==> src/rtl/pc_pkg.sv <==
// Shared types and constants for the fetch PC controller.
// The PC_MISALIGN_TRAP_EN macro selects trap-on-misaligned-target instead of silent alignment.
package pc_pkg;

  typedef enum logic [1:0] {
    PC_BRANCH = 2'd0,
    PC_JAL    = 2'd1,
    PC_JALR   = 2'd2
  } pc_kind_t;

  typedef enum logic [1:0] {
    PC_BOOT   = 2'd0,
    PC_RUN    = 2'd1,
    PC_BUBBLE = 2'd2,
    PC_HALT   = 2'd3
  } pc_state_t;

  localparam int unsigned PC_INC = 4;

`ifdef PC_MISALIGN_TRAP_EN
  localparam bit MISALIGN_TRAP_EN = 1'b1;
`else
  localparam bit MISALIGN_TRAP_EN = 1'b0;
`endif

endpackage

==> src/rtl/pc_target_sel.sv <==
// Redirect target conditioning: JALR bit-0 clear, word-alignment check, trap substitution.
// Behaviour depends on PC_MISALIGN_TRAP_EN (via pc_pkg::MISALIGN_TRAP_EN).
module pc_target_sel
  import pc_pkg::*;
#(
  parameter int unsigned           PC_WIDTH    = 32,
  parameter logic [PC_WIDTH-1:0]   TRAP_VECTOR = 32'hBFC00180
) (
  input  pc_kind_t                 redirect_kind,
  input  logic [PC_WIDTH-1:0]      redirect_target,
  output logic [PC_WIDTH-1:0]      next_target,
  output logic                     misaligned
);

  logic [PC_WIDTH-1:0] masked;

  always_comb begin
    masked = redirect_target;
    if (redirect_kind == PC_JALR) masked[0] = 1'b0;

    // Without the trap, misalignment is never reported; the low bits are simply dropped.
    misaligned = MISALIGN_TRAP_EN && masked[1];

    if (misaligned) begin
      next_target = TRAP_VECTOR;
    end else if (!MISALIGN_TRAP_EN) begin
      next_target = {masked[PC_WIDTH-1:2], 2'b00};
    end else begin
      next_target = masked;
    end
  end

endmodule

==> src/rtl/pc_fetch_ctrl.sv <==
// Fetch-stage PC generator: boot fill, redirect bubble, stall hold, halt/resume, fetch counter.
// Optional misaligned-target trap is enabled by defining PC_MISALIGN_TRAP_EN.
module pc_fetch_ctrl
  import pc_pkg::*;
#(
  parameter int unsigned         PC_WIDTH     = 32,
  parameter logic [PC_WIDTH-1:0] RESET_VECTOR = 32'hBFC00000,
  parameter logic [PC_WIDTH-1:0] TRAP_VECTOR  = 32'hBFC00180,
  parameter int unsigned         CNT_WIDTH    = 32
) (
  input  logic                 clk,
  input  logic                 rst,
  input  logic                 stall,
  input  logic                 redirect,
  input  logic [1:0]           redirect_kind,
  input  logic [PC_WIDTH-1:0]  redirect_target,
  input  logic                 halt,
  input  logic                 resume,
  output logic [PC_WIDTH-1:0]  pc,
  output logic [PC_WIDTH-1:0]  pc_plus4,
  output logic                 fetch_valid,
  output logic                 misalign_trap,
  output logic [CNT_WIDTH-1:0] fetch_count
);

  pc_state_t            state_q, state_d;
  logic [PC_WIDTH-1:0]  pc_q, pc_d;
  logic                 fetch_valid_q, fetch_valid_d;
  logic                 misalign_trap_q, misalign_trap_d;
  logic [CNT_WIDTH-1:0] fetch_count_q, fetch_count_d;

  logic [PC_WIDTH-1:0]  next_target;
  logic                 misaligned;

  pc_target_sel #(
    .PC_WIDTH    (PC_WIDTH),
    .TRAP_VECTOR (TRAP_VECTOR)
  ) u_target_sel (
    .redirect_kind   (pc_kind_t'(redirect_kind)),
    .redirect_target (redirect_target),
    .next_target     (next_target),
    .misaligned      (misaligned)
  );

  assign pc_plus4 = pc_q + PC_WIDTH'(PC_INC);

  always_comb begin
    state_d         = state_q;
    pc_d            = pc_q;
    fetch_valid_d   = fetch_valid_q;
    misalign_trap_d = 1'b0;
    fetch_count_d   = (fetch_valid_q && !stall) ? fetch_count_q + CNT_WIDTH'(1) : fetch_count_q;

    case (state_q)
      // Instruction memory needs one cycle to return the word at the reset vector.
      PC_BOOT: begin
        state_d       = PC_RUN;
        fetch_valid_d = 1'b1;
      end
      PC_RUN: begin
        if (halt) begin
          state_d       = PC_HALT;
          fetch_valid_d = 1'b0;
        end else if (redirect) begin
          state_d         = PC_BUBBLE;
          pc_d            = next_target;
          fetch_valid_d   = 1'b0;
          misalign_trap_d = misaligned;
        end else if (!stall) begin
          pc_d          = pc_plus4;
          fetch_valid_d = 1'b1;
        end
      end
      PC_BUBBLE: begin
        if (halt) begin
          state_d       = PC_HALT;
          fetch_valid_d = 1'b0;
        end else if (redirect) begin
          pc_d            = next_target;
          fetch_valid_d   = 1'b0;
          misalign_trap_d = misaligned;
        end else if (!stall) begin
          state_d       = PC_RUN;
          fetch_valid_d = 1'b1;
        end
      end
      PC_HALT: begin
        fetch_valid_d = 1'b0;
        if (resume && !halt) begin
          state_d       = PC_RUN;
          fetch_valid_d = 1'b1;
        end
      end
      default: begin
        state_d       = PC_BOOT;
        pc_d          = RESET_VECTOR;
        fetch_valid_d = 1'b0;
      end
    endcase
  end

  always_ff @(posedge clk) begin
    if (rst) begin
      state_q         <= PC_BOOT;
      pc_q            <= RESET_VECTOR;
      fetch_valid_q   <= 1'b0;
      misalign_trap_q <= 1'b0;
      fetch_count_q   <= '0;
    end else begin
      state_q         <= state_d;
      pc_q            <= pc_d;
      fetch_valid_q   <= fetch_valid_d;
      misalign_trap_q <= misalign_trap_d;
      fetch_count_q   <= fetch_count_d;
    end
  end

  assign pc            = pc_q;
  assign fetch_valid   = fetch_valid_q;
  assign misalign_trap = misalign_trap_q;
  assign fetch_count   = fetch_count_q;

endmodule

==> config.mk <==
export PLATFORM = sky130hd
export DESIGN_NAME = pc_fetch_ctrl
export DESIGN_NICKNAME = d
export VERILOG_FILES = /design/src/rtl/pc_pkg.sv /design/src/rtl/pc_target_sel.sv /design/src/rtl/pc_fetch_ctrl.sv
export SDC_FILE = /design/constraint.sdc
export NUM_CORES = 1
export LEC_CHECK = 0
export BUFFER_PORTS_ARGS = -buffer_cell sky130_fd_sc_hd__buf_2
export CAP_MARGIN = 5
export CORE_MARGIN = 2
export CORE_UTILIZATION = 25
export DETAILED_ROUTE_END_ITERATION = 6
export SETUP_SLACK_MARGIN = 0.4
export SLEW_MARGIN = 20
export SYNTH_ARGS = -nofsm -noshare
export SYNTH_HDL_FRONTEND = slang
export SYNTH_HIERARCHICAL = 1
export SYNTH_SLANG_ARGS = --single-unit
==> constraint.sdc <==
create_clock -name clk -period 2.05 [get_ports clk]
set_input_delay 0.41 -clock clk [delete_from_list [all_inputs] [get_ports clk]]
set_output_delay 0.41 -clock clk [all_outputs]
set_load 0.005 [all_outputs]
==> reports/qor.txt <==
status - complete, but fails checks
failing checks - negative setup slack
Yosys reg bits - 68
f_max - 437.7 MHz
largest net degree at the start of global routing - 24
detailed-route via count - 4,361
layout cells sized above 1 - 0.5870
area delta synth->final - 70.49%
number of distinct library cells after synthesis - 50
Cells after DPL - 814
yosys warns - 6
slew margin rel. - 0.5824
GP Congestion - 0.7399
Post-Syn Instances - 487
Reg2Reg Depth - 7
Setup crit start - pc[2]$_SDFFE_PP0P_
worst r2r src - pc[4]$_SDFFE_PP0P_
met1 WL - 6.310 mm
final setup fails - 22
ys async rst share - 0
most common cell in the netlist - dfxtp_1
Die Wd - 131.2 um
PwrDens - 898.4 nW/um2
initial antenna violation count - 0
CP Class - reg2out
number of DRC markers in iteration 0 - 176
Worst Skew - 0.004368 ns
Wirelength per Cell - 16.25 um
HPWL Detailed - 9.171 mm
mux share of post-synthesis cell area - 0.01237
synth top area cells - dfxtp_1, xor2_1, buf_4
Final Max Tran Viols - 0
Setup WS post-layout - -0.2347 ns
# IOs - 138
Clk pin slew, worst setup/hold paths - 0.06 ns
Placeable Area - 15,830 um2
Pleak - 3.114 nW
type of origin of the critical path - flop
Adder-Cell Fraction of Synth Area - 0.01856
CP endpoint kind - primary output
hold-critical path depth - 3
vias in the first global route - 4,075
gr usage total - 0.1661
Tightest Pin Transition - 0.6265 ns
largest family of logic cells by synthesized area - simple AND/OR/NAND/NOR gates
reg2reg end - pc[15]$_SDFFE_PP0P_
htree depth - 3
RSZ-0062 raised after global routing - true
WP data arrival - 1.87 ns
period utilization - 1.114
Die Y - 131.2 um
drt total wl - 14.74 mm
Hold WC Path Type - in2reg
Initial Util - 0.2556
clock tree buffer depth - 2
die area - 17,210 um2
min Tclk post-route - 2.285 ns
CTS buffer count - 9
CP Capture Point - pc_plus4[20]
TritonCTS clock tree - built
Mapped Area - 4045 um2
clock root cell - clkbuf_16
Post-synth EDFFs - 0
post-synth top area cell - dfxtp_1
number of hold buffers added after cts - 0
max_cap viols - 0
Mapped Avg Cell Area - 8.306 um2
Residual DRC - 0
nets - 731
port buffer count - 133
sequential fraction of the synthesis area - 0.3365
Overflow after GRT - 0
Crit path required time - 1.64 ns
simple-gate share of the synthesized area - 0.2849
Initial DRT Pass Iterations - 5
XOR/XNOR share of the synthesized area - 0.1234
Final Hold Vio Count - 0
top cells by count, synth - dfxtp_1, nor2_1, xor2_1
fraction of the mapped netlist area in compound gates - 0.1194
Post-DRT Antenna Nets - 0
clock sink count - 68
Post-Place Setup Slack - 0.07254 ns
crit path max fanout - 7
via/cell ratio - 4.808
Post-synth top flop - dfxtp_1
Max Used Layer - met4
peak supply drop - 0.4269 mV
FP Rows - 46
top cell type's share of synthesized area - 0.3365
first-pass GRT wire length - 22.67 mm
metal3 WL - 1.004 mm
final cell count without fillers - 907
reg-to-reg setup timing slack - 0.22 ns
met2 wire length - 7.208 mm
clk_lat worst skew - 0.34 ns
## metrics by stage
step / utilization / cell area, um2 / power, W / hold slack, ns / setup TNS, ns
global route: 0.4356 / 6894 / 0.006580 / 0.3065 / -5.135
CTS: 0.4008 / 6344 / 0.005907 / 0.2809 / -3.249
detailed placement: 0.3240 / 5129 / 0.003733 / 0.5016 / 0
global placement: 0.3240 / 5129 / 0.003721 / 0.4954 / 0
finish: 0.4357 / 6897 / 0.006196 / 0.2977 / -2.729
floorplan: - / 4294 / 0.002946 / 0.4921 / 0
## area by class of cell
cell class	count	area, um2
Sequential cell	68	1453
Timing Repair Buffer	249	1878
Tap cell	216	270.3
Multi-Input combinational cell	347	2972
Inverter	10	42.54
Clock inverter	6	40.04
Fill cell	1529	8931
Clock buffer	10	239.0
Antenna cell	1	2.502
## timing repair
action                                  4_1_cts  5_1_grt
buffers inserted                             39       30
endpoints found under the setup margin       65       79
resized for setup                           115       64
gates cloned                                  6        1
pin swaps                                    58       55
## cell families (layout without fill, tap and decap cells)
kind of cell,Yosys count,count (layout)
adders and majority gates,6,6
DFF,68,68
muxes,5,5
and+or+nand+nor,206,206
xor gates and xnor gates,57,57
AOI/OAI and AO/OA,70,70
buffers and inverters,74,275
other,1,4
## power by group
group / internal [W] / leakage [nW] / total, W / switching, W
Clock: 0.000849 / 0.138 / 0.00148 / 0.000629
Sequential: 0.00156 / 0.571 / 0.00180 / 0.000241
Combinational: 0.00155 / 2.40 / 0.00292 / 0.00137
Total: 0.00396 / 3.11 / 0.00620 / 0.00224
## critical path, cell delays in order (launching register included)
cell	delay, ns
dfxtp_4	0.38
ha_4	0.16
nand3_4	0.07
nor4_4	0.29
buf_6	0.19
a31oi_4	0.09
or2_4	0.24
buf_6	0.11
## worst min-delay path by stage
stage / from / to / slack [ns]
finish: redirect_target[26] / pc[26]$_SDFFE_PP1P_ / 0.30
global route: redirect_target[26] / pc[26]$_SDFFE_PP1P_ / 0.31
CTS: redirect_target[26] / pc[26]$_SDFFE_PP1P_ / 0.28
detailed placement: fetch_count[31]$_SDFFE_PP0P_ / fetch_count[31]$_SDFFE_PP0P_ / 0.50
global placement: pc[3]$_SDFFE_PP0P_ / pc[3]$_SDFFE_PP0P_ / 0.50
floorplan: pc[3]$_SDFFE_PP0P_ / pc[3]$_SDFFE_PP0P_ / 0.49
## routing by layer
metal  vias up  GRT usage
met3        20    0.06289
li1       2104          -
met1      2114     0.2023
met4         0    0.04227
met2       123     0.2760
met5         -          0
## cell usage in the layout (no fill, tap or decap), types with 7 or more instances in the layout
master / count
nand3_2: 11
a21oi_1: 9
and3_1: 7
nand2_1: 12
nand3_1: 13
dfxtp_4: 19
xor2_1: 35
nand3_4: 11
o21ai_0: 8
nand4_1: 21
dfxtp_2: 16
buf_4: 69
xnor2_2: 13
nor4_4: 7
buf_12: 8
buf_6: 33
clkbuf_16: 10
inv_1: 8
dfxtp_1: 33
xnor2_1: 7
buf_2: 133
nor2_1: 60
## state kept, by name (all words and copies together), names as in the netlist
signal,flops
fetch_count,32
pc,32
misalign_trap,1
state_q,2
fetch_valid,1
No activity file was read; power rests on OpenSTA's default activity.
